$ cat config.mk
export PLATFORM = sky130hd
export DESIGN_NAME = oven_button_conditioner
export DESIGN_NICKNAME = d
export VERILOG_FILES = /design/src/rtl/oven_button_conditioner.sv
export SDC_FILE = /design/constraint.sdc
export NUM_CORES = 1
export LEC_CHECK = 0
export ABC_AREA = 1
export CAP_MARGIN = 20
export CELL_PAD_IN_SITES_DETAIL_PLACEMENT = 0
export CELL_PAD_IN_SITES_GLOBAL_PLACEMENT = 1
export CORE_ASPECT_RATIO = 0.7
export CORE_MARGIN = 5
export CORE_UTILIZATION = 48
export CTS_BUF_LIST = sky130_fd_sc_hd__clkbuf_8
export DETAILED_ROUTE_END_ITERATION = 12
export PLACE_DENSITY_LB_ADDON = 0.1
export REMOVE_ABC_BUFFERS = 1
export SLEW_MARGIN = 20
export SYNTH_ARGS = -nofsm -noshare
export SYNTH_HDL_FRONTEND = slang
export SYNTH_SLANG_ARGS = --single-unit
export TNS_END_PERCENT = 10
$ cat constraint.sdc
create_clock -name clk -period 1.7 [get_ports clk]
set_input_delay 0.255 -clock clk [delete_from_list [all_inputs] [get_ports clk]]
set_output_delay 0.255 -clock clk [all_outputs]
set_load 0.1 [all_outputs]
$ cat src/rtl/oven_button_conditioner.sv
// rtl/oven_button_conditioner.sv - oven key synchroniser, debouncer and inc/dec step generator
// Bit 0 of the per-key vectors is the top (up) key, bit 1 the bottom (down) key.
module oven_button_conditioner #(
   parameter int DEBOUNCE_CYCLES = 500000,
   parameter int HOLD_DELAY      = 25000000,
   parameter int REPEAT_PERIOD   = 5000000
) (
   input  logic clk,
   input  logic rst_n,
   input  logic key_up_n,
   input  logic key_dn_n,
   input  logic enable,
   output logic inc_pulse,
   output logic dec_pulse,
   output logic up_held,
   output logic dn_held,
   output logic repeat_active
);

   localparam int DB_W = (DEBOUNCE_CYCLES > 1) ? $clog2(DEBOUNCE_CYCLES) : 1;
   localparam int T_MAX = (HOLD_DELAY > REPEAT_PERIOD) ? HOLD_DELAY : REPEAT_PERIOD;
   localparam int TM_W = (T_MAX > 1) ? $clog2(T_MAX) : 1;
   localparam logic [DB_W-1:0] DB_LAST   = DB_W'(DEBOUNCE_CYCLES - 1);
   localparam logic [TM_W-1:0] HOLD_LAST = TM_W'(HOLD_DELAY - 1);
   localparam logic [TM_W-1:0] RPT_LAST  = TM_W'(REPEAT_PERIOD - 1);

   typedef enum logic [1:0] {IDLE, HOLD_WAIT, REPEAT, LOCKOUT} state_t;

   logic [1:0]      sync1_q, sync2_q;
   logic [1:0]      deb_q, prev_q;
   logic [DB_W-1:0] cnt_q [2];
   logic [1:0]      press;

   state_t          state_q, state_d;
   logic            dir_q, dir_d;
   logic [TM_W-1:0] timer_q, timer_d;
   logic [TM_W-1:0] limit;
   logic            inc_q, dec_q, inc_d, dec_d;
   logic            fire, dir_held, other_held;

   // Raw levels are 1 = released; deb_q/prev_q hold 1 = pressed.
   always_ff @(posedge clk or negedge rst_n) begin
      if (!rst_n) begin
         sync1_q  <= 2'b11;
         sync2_q  <= 2'b11;
         deb_q    <= 2'b00;
         prev_q   <= 2'b00;
         cnt_q[0] <= '0;
         cnt_q[1] <= '0;
      end else begin
         sync1_q <= {key_dn_n, key_up_n};
         sync2_q <= sync1_q;
         prev_q  <= deb_q;
         for (int i = 0; i < 2; i++) begin
            if (sync2_q[i] == deb_q[i]) begin
               if (cnt_q[i] == DB_LAST) begin
                  deb_q[i] <= ~sync2_q[i];
                  cnt_q[i] <= '0;
               end else begin
                  cnt_q[i] <= cnt_q[i] + 1'b1;
               end
            end else begin
               cnt_q[i] <= '0;
            end
         end
      end
   end

   assign press      = deb_q & ~prev_q;
   assign dir_held   = dir_q ? deb_q[1] : deb_q[0];
   assign other_held = dir_q ? deb_q[0] : deb_q[1];
   assign limit      = (state_q == REPEAT) ? RPT_LAST : HOLD_LAST;

   always_comb begin
      state_d = state_q;
      dir_d   = dir_q;
      timer_d = timer_q;
      fire    = 1'b0;
      if (!enable) begin
         state_d = IDLE;
         timer_d = '0;
      end else begin
         case (state_q)
            IDLE: begin
               timer_d = '0;
               if (press[0] && press[1]) begin
                  state_d = LOCKOUT;
               end else if (press[0] || press[1]) begin
                  // A press while the other key is already down is a lockout, not a step.
                  if ((press[0] && deb_q[1]) || (press[1] && deb_q[0])) begin
                     state_d = LOCKOUT;
                  end else begin
                     dir_d   = press[1];
                     fire    = 1'b1;
                     state_d = HOLD_WAIT;
                  end
               end
            end
            HOLD_WAIT, REPEAT: begin
               if (!dir_held) begin
                  state_d = IDLE;
                  timer_d = '0;
               end else if (other_held) begin
                  state_d = LOCKOUT;
                  timer_d = '0;
               end else if (timer_q == limit) begin
                  fire    = 1'b1;
                  state_d = REPEAT;
                  timer_d = '0;
               end else begin
                  timer_d = timer_q + 1'b1;
               end
            end
            LOCKOUT: begin
               timer_d = '0;
               if (deb_q == 2'b00) state_d = IDLE;
            end
            default: begin
               state_d = IDLE;
               timer_d = '0;
            end
         endcase
      end
      inc_d = fire & ~dir_d;
      dec_d = fire & dir_d;
   end

   always_ff @(posedge clk or negedge rst_n) begin
      if (!rst_n) begin
         state_q <= IDLE;
         dir_q   <= 1'b0;
         timer_q <= '0;
         inc_q   <= 1'b0;
         dec_q   <= 1'b0;
      end else begin
         state_q <= state_d;
         dir_q   <= dir_d;
         timer_q <= timer_d;
         inc_q   <= inc_d;
         dec_q   <= dec_d;
      end
   end

   assign inc_pulse     = inc_q;
   assign dec_pulse     = dec_q;
   assign up_held       = deb_q[0];
   assign dn_held       = deb_q[1];
   assign repeat_active = (state_q == REPEAT);

endmodule

==> results of run 1 <==
==> state kept, by name, summed over array words and instances (netlist names) <==
register	flops
state_q	2
timer_q	25
sync2_q	2
prev_q	2
dec_pulse	1
dir_q	1
sync1_q	2
inc_pulse	1
cnt_q	38
deb_q	2
==> final cells by class <==
class / instances / area share
Clock inverter: 4 / 0.00345
Inverter: 84 / 0.0621
Sequential cell: 76 / 0.376
Tap cell: 124 / 0.0306
Multi-Input combinational cell: 400 / 0.422
Timing Repair Buffer: 39 / 0.0759
Clock buffer: 11 / 0.0298
==> path summary, 6_finish.rpt <==
check,cells past startpoint,endpoint
min in group asynchronous,2,cnt_q[25]
max in group asynchronous,3,state_q[1]
worst max-delay path,11,timer_q[10]
worst min-delay path,1,sync1_q[1]
worst max register to register,11,timer_q[10]
worst min register to register,0,sync2_q[0]
==> critical path: stages, from the launching register on <==
cell and delay [ns]:
dfrtp_1 0.39, ha_2 0.20, nand2_2 0.07, inv_2 0.06
nand2_2 0.05, nor2_4 0.14, inv_2 0.05, nor2_2 0.09
nand3_2 0.15, nand2_8 0.16, buf_4 0.14, nor2_1 0.03
==> cells in the final DEF, fill, tap and decap left out, drive strengths merged, types with 4 or more instances in the layout <==
| cell | Yosys | final |
|---|---|---|
| xnor2 | 4 | 4 |
| buf | 5 | 35 |
| clkbuf | 2 | 11 |
| o21ai | 19 | 19 |
| ha | 6 | 6 |
| xor2 | 26 | 26 |
| nor3 | 26 | 26 |
| nand4 | 18 | 18 |
| nand3 | 41 | 41 |
| dfrtp | 72 | 72 |
| nand2 | 114 | 115 |
| inv | 84 | 86 |
| dfstp | 4 | 4 |
| a21oi | 12 | 12 |
| nor4 | 4 | 4 |
| nor2 | 118 | 118 |
==> through the flow <==
| stage | hold WS, ns | instance area, um^2 |
|---|---|---|
| 2_1_floorplan | -0.0406 | 4270 |
| 3_3_place_gp | 0.263 | 4740 |
| 3_5_place_dp | 0.264 | 4740 |
| 4_1_cts | 0.283 | 4930 |
| 5_1_grt | 0.283 | 5070 |
| 6_report | 0.302 | 5070 |
==> where the power goes <==
group	switching [mW]	internal [mW]	leakage, nW
registers	0.0352	1.85	1.04
clock network	0.637	0.586	0.0976
logic	0.291	0.161	1.05
==> repair_timing <==
item	in CTS	in global routing
setup buffers	0	6
endpoints found under the setup margin	4	37
hold buffers	1	0
pin swaps	0	11
resized for setup	1	22
hold endpoints to repair	32	0
gates cloned	0	1
==> metal layers <==
| metal | vias up | global-route usage |
|---|---|---|
| met3 | 9 | 0.0645 |
| met1 | 1735 | 0.282 |
| met4 | 0 | 0.0472 |
| met5 | - | 0 |
| li1 | 1888 | - |
| met2 | 58 | 0.279 |
==> logic make-up after synthesis <==
kind of cell / share of synthesized area
flip-flops: 0.441
AO/OA/AOI/OAI: 0.0457
XOR/XNOR: 0.0608
buffers and inverters: 0.0857
adder cells (fa/ha/maj): 0.0174
AND/OR/NAND/NOR: 0.349
==> flow_metrics.env, run 1 <==
export IMPL_cp_data_arrival_time_ns=1.90
export IMPL_dp_slack_ns=-0.00514
export IMPL_cp_startpoint="timer_q[0]"
export IMPL_cts_max_level=3
export IMPL_ant_nets=0
export IMPL_grt_pass1_vias=3438
export IMPL_antenna_found_initial=0
export IMPL_dieHeight_um=89.4
export IMPL_worst_slack_ns=0.0386
export IMPL_clk_path_buf_depth=2
export IMPL_areaGrowthSynthToFinish_pct=17.4
export IMPL_status="complete, no violations"
export IMPL_path_class="reg2reg"
export IMPL_cts_tree="built"
export IMPL_power_mw=3.56
export IMPL_finalClockSkew_ns=0.0121
export IMPL_clk_pin_slew_ns=0.07
export IMPL_ys_types=39
export IMPL_wire_per_inst_um=13.3
export IMPL_die_width_um=123
export IMPL_ys_flop_type="dfrtp_1"
export IMPL_finalCritPeriodShare=0.977
export IMPL_rsz0062_at_grt="yes"
export IMPL_grt_max_degree=39
export IMPL_drc=0
export IMPL_cp_start_kind="flop"
export IMPL_syn_inst=566
export IMPL_synth_seq_area_share=0.441
export IMPL_boundaryPins=10
export IMPL_final_util=0.569
export IMPL_ys_seq_elements=76
export IMPL_max_slew_margin=0.659
export IMPL_cts_root_buf="clkbuf_8"
export IMPL_via_per_inst=5.00
export IMPL_fin_crit_ns=1.66
export IMPL_r2r_start="timer_q[0]"
export IMPL_crit_path_end_kind="flop"
export IMPL_fillCellCount=881
export IMPL_core_um2=8930
export IMPL_row_count=29
export IMPL_tightest_slew_ns=0.512
export IMPL_path_max_fanout=8
export IMPL_min_from="key_dn_n"
export IMPL_track_usage=0.194
export IMPL_wl_met1_um=5090
export IMPL_clock_sinks=76
export IMPL_hp_class="in2reg"
export IMPL_synthTopCellsByArea="dfrtp_1 42%, nand2_1 9.3%, nor2_1 9.1%, inv_1 6.7%, xor2_1 5.3%"
export IMPL_yosysMostFrequentCell="nand2_1"
export IMPL_leakage_nw=2.19
export IMPL_ys_warn_count=0
export IMPL_cts_made_buffers=9
export IMPL_wl_met3_um=569
export IMPL_hold_viol_final=0
export IMPL_synthArstFlopShare=1.00
export IMPL_fin_cells=738
export IMPL_dp_hpwl_um=7320
export IMPL_wl_met2_um=4030
export IMPL_initial_utilization=0.484
export IMPL_dr_pass1_iters=4
export IMPL_setup_tns_ns=0
export IMPL_final_max_slew_violation_count=0
export IMPL_cp_data_required_time_ns=1.94
export IMPL_yosysTopAreaCellShare=0.417
export IMPL_p_per_area_nw_per_um2=701
export IMPL_synth_edf_count=0
export IMPL_regArea_um2=1910
export IMPL_synth_largest_area_cell="dfrtp_1"
export IMPL_diodes=0
export IMPL_nets=621
export IMPL_numPortBuffers=9
export IMPL_clk_latency_ns=0.36
export IMPL_die_area_um2=11000
export IMPL_drtIter0Drc=253
export IMPL_synth_cells_most_frequent="107 x nand2_1, 105 x nor2_1, 77 x inv_1, 72 x dfrtp_1, 37 x nand3_1"
export IMPL_synth_avg_cell_area_um2=7.64
export IMPL_ff2ff_setup_slack_ns=0.04
export IMPL_ir_worst_vdd_mv=0.510
export IMPL_maxCapViolations=0
export IMPL_drt_total_wl_um=9790
export IMPL_drive_gt1_frac=0.168
export IMPL_multiInputGateArea_um2=2140
export IMPL_fmax_mhz=602
export IMPL_grt_pass1_wl_um=16600
export IMPL_finalSetupViolations=0
export IMPL_gr_total_overflow=0
export IMPL_routed_top_layer="met4"
export IMPL_gp_congestion=0.861
export IMPL_syn_area_um2=4320
export IMPL_vias=3690
export IMPL_placed_cells=715
Note: power is estimated with default switching activity, not from simulation.
==> run 2, diff against run 1 <==
--- a/config.mk
+++ b/config.mk
@@ -5,18 +5,17 @@
 export SDC_FILE = /design/constraint.sdc
 export NUM_CORES = 1
 export LEC_CHECK = 0
-export ABC_AREA = 1
 export CAP_MARGIN = 20
 export CELL_PAD_IN_SITES_DETAIL_PLACEMENT = 0
 export CELL_PAD_IN_SITES_GLOBAL_PLACEMENT = 1
 export CORE_ASPECT_RATIO = 0.7
 export CORE_MARGIN = 5
-export CORE_UTILIZATION = 48
+export CORE_UTILIZATION = 50
 export CTS_BUF_LIST = sky130_fd_sc_hd__clkbuf_8
 export DETAILED_ROUTE_END_ITERATION = 12
-export PLACE_DENSITY_LB_ADDON = 0.1
+export PLACE_DENSITY_LB_ADDON = 0.25
 export REMOVE_ABC_BUFFERS = 1
-export SLEW_MARGIN = 20
+export SLEW_MARGIN = 40
 export SYNTH_ARGS = -nofsm -noshare
 export SYNTH_HDL_FRONTEND = slang
 export SYNTH_SLANG_ARGS = --single-unit
==> run 2 against run 1 <==
The flow now finishes with violations (negative setup slack). Count of clock-buffer cells in the layout up 1. Total power down 1.2%. Register-to-register slack worse by 0.49 ns. Sequential share of layout area up 3.6 points. Largest cell class is now registers.
==> flow_metrics.env, run 2 <==
export IMPL_wire_per_inst_um=13.9
export IMPL_track_usage=0.183
export IMPL_syn_inst=376
export IMPL_ys_seq_elements=76
export IMPL_ys_warn_count=0
export IMPL_switchingPower_uw=794
export IMPL_largest_reg_flops=38
export IMPL_p_per_area_nw_per_um2=758
export IMPL_fin_crit_ns=2.15
export IMPL_status="complete, but fails checks"
export IMPL_mostFrequentLayoutCells="74 x nor2_1, 72 x dfrtp_1, 54 x buf_4"
export IMPL_drive_gt1_frac=0.208
export IMPL_critPathCapture="state_q[1]"
export IMPL_path_max_fanout=2
export IMPL_ff2ff_setup_slack_ns=-0.45
export IMPL_final_util=0.639
export IMPL_antenna_found_initial=0
export IMPL_dieHeight_um=81.9
export IMPL_cp_start_kind="flop"
export IMPL_max_slew_margin=0.678
export IMPL_finalCritPeriodShare=1.27
export IMPL_ant_nets=0
export IMPL_cts_made_buffers=9
export IMPL_yosysMostFrequentCell="nor2_1"
export IMPL_clk_pin_slew_ns=0.08
export IMPL_maxCapViolations=0
export IMPL_hp_class="in2reg"
export IMPL_top_regs="cnt_q (38), timer_q (25)"
export IMPL_vias=2772
export IMPL_gr_total_overflow=0
export IMPL_synth_cells_most_frequent="74 x nor2_1, 72 x dfrtp_1, 44 x xor2_1, 33 x nand3_1, 26 x nand2_1"
export IMPL_combPwrFrac=0.059
export IMPL_setup_tns_ns=-11.96
export IMPL_min_from="key_up_n"
export IMPL_dr_pass1_iters=5
export IMPL_power_mw=3.52
export IMPL_crit_path_end_kind="flop"
export IMPL_synthTopCellsByArea="dfrtp_1 49%, xor2_1 10%, nor2_1 7.5%, nand3_1 4.5%, xnor2_1 3.6%"
export IMPL_r2r_start="timer_q[10]"
export IMPL_final_max_slew_violation_count=0
export IMPL_dp_hpwl_um=5180
export IMPL_cp_data_required_time_ns=1.95
export IMPL_clock_sinks=76
export IMPL_worst_slack_ns=-0.455
export IMPL_top_register="cnt_q"
export IMPL_initial_utilization=0.510
export IMPL_p_int_mw=2.72
export IMPL_gp_congestion=0.795
export IMPL_clk_path_buf_depth=2
export IMPL_seq_power_share=0.527
export IMPL_tightest_slew_ns=0.478
export IMPL_syn_area_um2=3700
export IMPL_boundaryPins=10
export IMPL_drc=0
export IMPL_final_common_cell="nor2_1"
export IMPL_synth_avg_cell_area_um2=9.83
export IMPL_core_um2=7250
export IMPL_die_area_um2=9240
export IMPL_yosysTopAreaCellShare=0.487
export IMPL_row_count=26
export IMPL_areaGrowthSynthToFinish_pct=25.4
export IMPL_grt_pass1_wl_um=13200
export IMPL_cts_max_level=3
export IMPL_diodes=0
export IMPL_dp_slack_ns=-0.466
export IMPL_cts_tree="built"
export IMPL_fmax_mhz=464
export IMPL_numPortBuffers=9
export IMPL_synth_largest_area_cell="dfrtp_1"
export IMPL_drt_total_wl_um=7570
export IMPL_pwr_share_clk=0.414
export IMPL_nets=453
export IMPL_ys_flop_type="dfrtp_1"
export IMPL_synth_edf_count=0
export IMPL_leakage_nw=2.04
export IMPL_fillCellCount=600
export IMPL_synthArstFlopShare=1.00
export IMPL_hold_viol_final=0
export IMPL_ff2ff_path_depth=6
export IMPL_finalClockSkew_ns=0.0115
export IMPL_synth_seq_area_share=0.516
export IMPL_timing_hold_ws_ns=0.292
export IMPL_violations="negative setup slack"
export IMPL_ys_types=42
export IMPL_die_width_um=113
export IMPL_drtIter0Drc=204
export IMPL_finalSetupViolations=29
export IMPL_via_per_inst=5.09
export IMPL_ir_worst_vdd_mv=0.600
export IMPL_switching_share=0.226
export IMPL_grt_pass1_vias=2723
export IMPL_path_class="reg2reg"
export IMPL_grt_max_degree=33
export IMPL_r2r_end="state_q[1]"
export IMPL_rsz0062_at_grt="yes"
export IMPL_cts_root_buf="clkbuf_8"
export IMPL_cp_startpoint="timer_q[10]"
export IMPL_cp_data_arrival_time_ns=2.40
export IMPL_clk_latency_ns=0.37
-- run 2: worst max-delay path, cell delays in order, from the launching register on --
cell and delay [ns]:
dfrtp_1 0.38, or4_1 0.52, or4_1 0.49, a211oi_2 0.19
buf_4 0.15, o21ai_2 0.05, mux2_2 0.26
-- run 2: timing repair --
item,in CTS,in global routing
setup endpoints to repair,29,66
endpoints found under the hold margin,23,0
hold buffers,1,0
pin swaps,0,3
gates resized for setup,1,6
setup buffers,0,1
-- run 2: through the flow --
| stage | cells | instance area, um^2 |
|---|---|---|
| 3_3_place_gp | 527 | 4380 |
| 3_5_place_dp | 527 | 4380 |
| 5_1_grt | 545 | 4640 |
| 2_1_floorplan | 363 | 3630 |
| 6_report | 545 | 4640 |
| 4_1_cts | 544 | 4610 |
-- run 2: how the worst min path moves through the flow --
stage	to	slack (ns)	depth (start not counted)
global route	sync1_q[0]	0.29	1
CTS	sync1_q[0]	0.28	1
finish	sync1_q[0]	0.29	1
global placement	cnt_q[13]	0.19	1
floorplan	cnt_q[0]	-0.04	0
detailed placement	cnt_q[12]	0.19	1
-- run 2: power by group through the flow --
| stage | sequential (mW) | combinational (mW) | clock [mW] |
|---|---|---|---|
| 2_1_floorplan | 1.88 | 0.0818 | 0 |
| 3_3_place_gp | 1.89 | 0.201 | 0 |
| 3_5_place_dp | 1.89 | 0.204 | 0 |
| 4_1_cts | 1.85 | 0.211 | 1.50 |
| 5_1_grt | 1.86 | 0.238 | 1.57 |
| 6_report | 1.85 | 0.208 | 1.45 |
-- run 2: layout make-up --
| type | instances | area [um^2] | area share |
|---|---|---|---|
| clock buffers | 12 | 165 | 0.0356 |
| clock inverters | 4 | 48.8 | 0.0105 |
| inverters | 8 | 30.0 | 0.00648 |
| multi-input cells | 279 | 1720 | 0.370 |
| flip-flops and latches | 76 | 1910 | 0.411 |
| well taps | 98 | 123 | 0.0265 |
| repair buffers | 68 | 646 | 0.139 |
-- run 2: cell families after synthesis --
| family | share of synthesized area |
|---|---|
| compound gates | 0.0254 |
| xor+xnor | 0.140 |
| fa+ha+maj | 0.0203 |
| buf+inv | 0.0267 |
| flops | 0.516 |
| mux | 0.00846 |
| simple gates | 0.264 |
-- run 2: per-layer routing --
layer	part of all wire	wire (um)	GRT usage
met1	0.52	3950	0.261
met2	0.43	3260	0.272
met3	0.040	306	0.0486
met4	0.0058	44	0.0612
met5	0	0	0
==> run 3, diff against run 2 <==
--- a/config.mk
+++ b/config.mk
@@ -12,6 +12,7 @@
 export CORE_MARGIN = 5
 export CORE_UTILIZATION = 50
 export CTS_BUF_LIST = sky130_fd_sc_hd__clkbuf_8
+export CTS_CLUSTER_DIAMETER = 50
 export DETAILED_ROUTE_END_ITERATION = 12
 export PLACE_DENSITY_LB_ADDON = 0.25
 export REMOVE_ABC_BUFFERS = 1
==> results of run 3 <==
Final layout, timing and power as in run 2 (identical DEF).
==> edit 1: new RTL, flow settings as in run 3 <==
Re-encode `state_t` (4 states) as one-hot, 4 bits wide.
--- a/src/rtl/oven_button_conditioner.sv
+++ b/src/rtl/oven_button_conditioner.sv
@@ -24,7 +24,7 @@
    localparam logic [TM_W-1:0] HOLD_LAST = TM_W'(HOLD_DELAY - 1);
    localparam logic [TM_W-1:0] RPT_LAST  = TM_W'(REPEAT_PERIOD - 1);
 
-   typedef enum logic [1:0] {IDLE, HOLD_WAIT, REPEAT, LOCKOUT} state_t;
+   typedef enum logic [3:0] {IDLE = 4'b0001, HOLD_WAIT = 4'b0010, REPEAT = 4'b0100, LOCKOUT = 4'b1000} state_t;
 
    logic [1:0]      sync1_q, sync2_q;
    logic [1:0]      deb_q, prev_q;
Check against the original RTL: no difference found for any inputs over 10 cycles, from zero or initial values and one cycle with rst_n low; not proved beyond that.
==> edit 1 against run 3 <==
The run still ends with negative setup slack left. Hold slack gained 0.0052 ns. Sequential cell count grew 2. Sequential power rose by 2%. Routed wire length is 28% higher. Total power decreased by 2.4%. Critical path depth fell by 1. Synthesized area rose by 7.1%. Final area increased by 14%. Worst setup slack improved by 0.14 ns. Fmax grew 7.2%. Critical endpoint is now cnt_q[33]$_DFF_PN0_.
==> edit 1: results <==
export IMPL_avgRoutedWirePerCell_um=16.06
export IMPL_routed_wl_um=9654
export IMPL_leakagePower_nw=2.126
export IMPL_viasPerCell=5.725
export IMPL_synth_common_cells="dfrtp_1 (73), nor2_1 (36), xnor2_1 (30), nand2_1 (26), nor3_1 (21)"
export IMPL_setup_viol=49
export IMPL_yosysSeqAreaShare_pct=49.46
export IMPL_fin_nets=503
export IMPL_fin_ws_ns=-0.3100
export IMPL_dpl_cell_area_mm2=0.004797
export IMPL_largestRegisters="cnt_q: 38 flops, timer_q: 25 flops, state_q: 4 flops"
export IMPL_avgSynthCellArea_um2=9.775
export IMPL_failed_checks="negative setup slack"
export IMPL_r2r_cells=5
export IMPL_grt_use_met3_pct=6.628
export IMPL_met1_usage_pct=30.98
export IMPL_maxSlewHeadroom_pct=74.46
export IMPL_clk_latency_ns=0.35
export IMPL_crit_path_start="cnt_q[26]$_DFF_PN0_"
export IMPL_grt_pass1_wl_um=16150
export IMPL_drtIter0Drc=202
export IMPL_grt_use_met2_pct=29.13
export IMPL_arrival_ns=2.25
export IMPL_critPathMaxFanout=18
export IMPL_status="finished, violations left"
export IMPL_grt_start_max_net_pins=35
export IMPL_firstDrtPassIters=4
export IMPL_synth_area_leaders="dfrtp_1 (46%), xnor2_1 (6.6%), nor2_1 (3.4%)"
export IMPL_crit_end="cnt_q[33]$_DFF_PN0_"
export IMPL_grt_pass1_vias=3296
edit 1: cell type report:
cell class / count / area [um2]
Fill cell: 619 / 2531
Multi-Input combinational cell: 299 / 2096
Sequential cell: 78 / 1962
Timing Repair Buffer: 93 / 834.6
Clock buffer: 11 / 151.4
Tap cell: 101 / 126.4
Inverter: 14 / 52.55
Clock inverter: 5 / 50.05
edit 1: power groups by stage:
stage          clock, W  sequential [W]  combinational [W]
3_5_place_dp          0         0.00192           0.000128
3_3_place_gp          0         0.00192           0.000126
4_1_cts         0.00146         0.00189           0.000132
6_report        0.00141         0.00189           0.000130
5_1_grt         0.00155         0.00189           0.000150
2_1_floorplan         0         0.00192          0.0000381
edit 1: logic make-up after synthesis:
family	after synthesis	synth area share, %
adders and majority gates	3	0.9483
AOI/OAI and AO/OA	65	10.90
and+or+nand+nor	191	27.12
buffers and inverters	28	2.718
xor gates and xnor gates	40	8.849
DFF	78	49.46
edit 1: worst max-delay path, stage by stage (launching register included):
cell and delay [ns]:
dfrtp_1 0.38, or4_4 0.53, or4_4 0.58, o21ai_4 0.18, buf_12 0.17, nor2_1 0.06
edit 1: per-layer routing:
layer,vias to the layer above,share of wire (%)
met5,-,0
met4,0,0.70
met3,6,4.2
met2,62,45
met1,1703,50
li1,1670,-
edit 1: timing repair:
item,in CTS,in global routing
pin swaps,17,7
gates resized for setup,26,25
endpoints found under the setup margin,49,70
hold endpoints to repair,21,0
gates cloned,1,0
hold buffers,1,0
setup buffers,3,1
edit 1: worst min-delay path by stage:
stage / startpoint / cells after the start / to / slack, ns
2_1_floorplan: rst_n / 0 / cnt_q[0]$_DFF_PN0_ / -0.04
3_3_place_gp: rst_n / 1 / cnt_q[10]$_DFF_PN0_ / 0.20
3_5_place_dp: rst_n / 1 / cnt_q[10]$_DFF_PN0_ / 0.20
4_1_cts: key_up_n / 1 / sync1_q[0]$_DFF_PN1_ / 0.28
5_1_grt: key_up_n / 1 / sync1_q[0]$_DFF_PN1_ / 0.28
6_report: key_up_n / 1 / sync1_q[0]$_DFF_PN1_ / 0.30
edit 1: through the flow:
step	power, W	setup TNS, ns
finish	0.003430	-9.599
global route	0.003592	-12.15
CTS	0.003479	-10.34
detailed placement	0.002051	-11.88
global placement	0.002048	-10.74
floorplan	0.001961	-108.02
==> edit 2: new RTL, settings of run 3 <==
Made on the original files. `DEBOUNCE_CYCLES`: 500000 -> 1000000.
--- a/src/rtl/oven_button_conditioner.sv
+++ b/src/rtl/oven_button_conditioner.sv
@@ -1,7 +1,7 @@
 // rtl/oven_button_conditioner.sv - oven key synchroniser, debouncer and inc/dec step generator
 // Bit 0 of the per-key vectors is the top (up) key, bit 1 the bottom (down) key.
 module oven_button_conditioner #(
-   parameter int DEBOUNCE_CYCLES = 500000,
+   parameter int DEBOUNCE_CYCLES = 1000000,
    parameter int HOLD_DELAY      = 25000000,
    parameter int REPEAT_PERIOD   = 5000000
 ) (
Behaviour: no difference found for any inputs over 10 cycles, from zero or initial values and one cycle with rst_n low; that may be too few to reach the edited logic, so the function may still have changed.
==> edit 2 against run 3 <==
The run still ends with negative setup slack left. Final area rose by 4.0%. Fmax is 3.8% lower. Non-clock buffer count increased by 4. Count of clock-buffer cells in the layout shrank 1. Sequential share of layout area decreased by 0.50 points. Sequential cell count rose by 2. Total power grew 0.10%. Combinational power is 9% higher. Worst setup slack got worse by 0.086 ns. Routed wire length is 6.8% higher. Synthesized area increased by 3.2%. Largest power group unchanged.
==> edit 2: results <==
export IMPL_min_from="key_dn_n"
export IMPL_failed_checks="negative setup slack"
export IMPL_dp_slack_ns=-0.6301
export IMPL_r2r_end="timer_q[4]$_DFF_PN0_"
export IMPL_gp_congestion=0.8321
export IMPL_grt_start_max_net_pins=33
export IMPL_async_reset_ff_share_pct=100.0
export IMPL_fin_ws_ns=-0.5408
export IMPL_leakagePower_nw=2.103
export IMPL_fin_nets=471
export IMPL_status="finished, violations left"
export IMPL_hold_path_class="primary input to register"
export IMPL_tightest_slew_ns=0.4334
export IMPL_routed_wl_um=8084
export IMPL_grt_pass1_wl_um=14170
export IMPL_antenna_found_initial=0
export IMPL_worst_ir_drop_vdd_mv=0.5056
export IMPL_arrival_ns=2.50
export IMPL_layout_drive_gt1_share_pct=21.94
export IMPL_firstDrtPassIters=4
export IMPL_io_buffers=9
export IMPL_grtUsageTotal_pct=18.68
export IMPL_dp_hpwl_um=5631
export IMPL_whs_ns=0.2915
export IMPL_drtIter0Drc=152
export IMPL_fillers=615
export IMPL_synth_common_cells="nor2_1 (79), dfrtp_1 (74), xor2_1 (38), nand3_1 (31), nand2_1 (28)"
export IMPL_viasPerCell=5.195
export IMPL_yosysSeqAreaShare_pct=51.30
export IMPL_hold_path_end="sync1_q[1]$_DFF_PN1_"
export IMPL_dpl_cell_area_mm2=0.004516
export IMPL_grt_pass1_vias=2941
export IMPL_critPathMaxFanout=12
export IMPL_synth_area_leaders="dfrtp_1 (49%), xor2_1 (8.7%), nor2_1 (7.8%)"
export IMPL_synth_cell_type_count=37
export IMPL_cts_root_buf="clkbuf_8"
export IMPL_cts_buffers=9
export IMPL_htree_levels=3
export IMPL_setup_viol=29
export IMPL_clkSlewWorstSetupHoldPaths_ns=0.08
export IMPL_skew_ns=0.008182
export IMPL_largestRegisters="cnt_q: 40 flops, timer_q: 25 flops"
==> edit 2: cell types whose count changed after synthesis, moves of 3 or more <==
| cell | delta |
|---|---|
| nor2_1 | +5 |
| xor2_1 | -6 |
| nor3b_1 | +3 |
| and4_1 | -3 |
| xnor2_1 | +8 |
| nor4_1 | +5 |
| and2_1 | -4 |
==> edit 2: logic make-up after synthesis <==
family	synth area share (%)
mux	0.7872
flops	51.30
xor+xnor	14.00
fa+ha+maj	1.968
compound gates	2.952
buf+inv	2.657
simple gates	26.34
==> edit 2: power breakdown <==
| part | switching (W) | internal, W |
|---|---|---|
| clock network | 0.000650 | 0.000745 |
| registers | 0.0000158 | 0.00188 |
| logic | 0.000126 | 0.000101 |
| total | 0.000792 | 0.00273 |
==> edit 2: how the worst max path moves through the flow <==
| stage | cells past startpoint | endpoint | slack (ns) |
|---|---|---|---|
| detailed placement | 6 | state_q[1]$_DFFE_PN0P_ | -0.63 |
| finish | 6 | timer_q[4]$_DFF_PN0_ | -0.54 |
| CTS | 6 | timer_q[18]$_DFF_PN0_ | -0.53 |
| floorplan | 7 | timer_q[10]$_DFF_PN0_ | -1.21 |
| global route | 6 | timer_q[10]$_DFF_PN0_ | -0.62 |
| global placement | 6 | state_q[1]$_DFFE_PN0P_ | -0.57 |
==> edit 2: worst max-delay path, cell delays in order (launching register included) <==
cell and delay, ns:
dfrtp_1 0.38, or4_1 0.52, or4b_4 0.54, a2111oi_4 0.24, nand2b_4 0.23, clkbuf_16 0.17, nor2_1 0.05
==> edit 2: metal layers <==
metal	vias to the layer above	wire length (um)	global-route usage, %
li1	1458	-	-
met1	1397	4240	28.32
met2	59	3318	25.46
met3	11	406	5.305
met4	0	118	6.149
met5	-	0	0
==> edit 2: repair_timing <==
| action | 4_1_cts | 5_1_grt |
|---|---|---|
| resized for setup | 5 | 9 |
| pin swaps | 2 | 1 |
| hold buffers | 1 | 0 |
| hold endpoints to repair | 28 | 0 |
| gates cloned | 0 | 1 |
| setup buffers | 0 | 0 |
| setup endpoints to repair | 49 | 68 |
==> edit 2: stage by stage <==
step	instances	TNS, ns	util (%)
2_1_floorplan	377	-40.43	-
3_3_place_gp	545	-16.07	61.42
3_5_place_dp	545	-18.91	61.42
4_1_cts	562	-14.99	64.62
5_1_grt	563	-18.04	65.59
6_report	563	-15.00	65.59
==> edit 2: final cells by class <==
type	count	area share [%]
clock buffers	11	3.140
inverters	9	0.7006
repair buffers	72	14.12
multi-input cells	290	37.86
clock inverters	5	1.012
well taps	98	2.543
flip-flops and latches	78	40.63
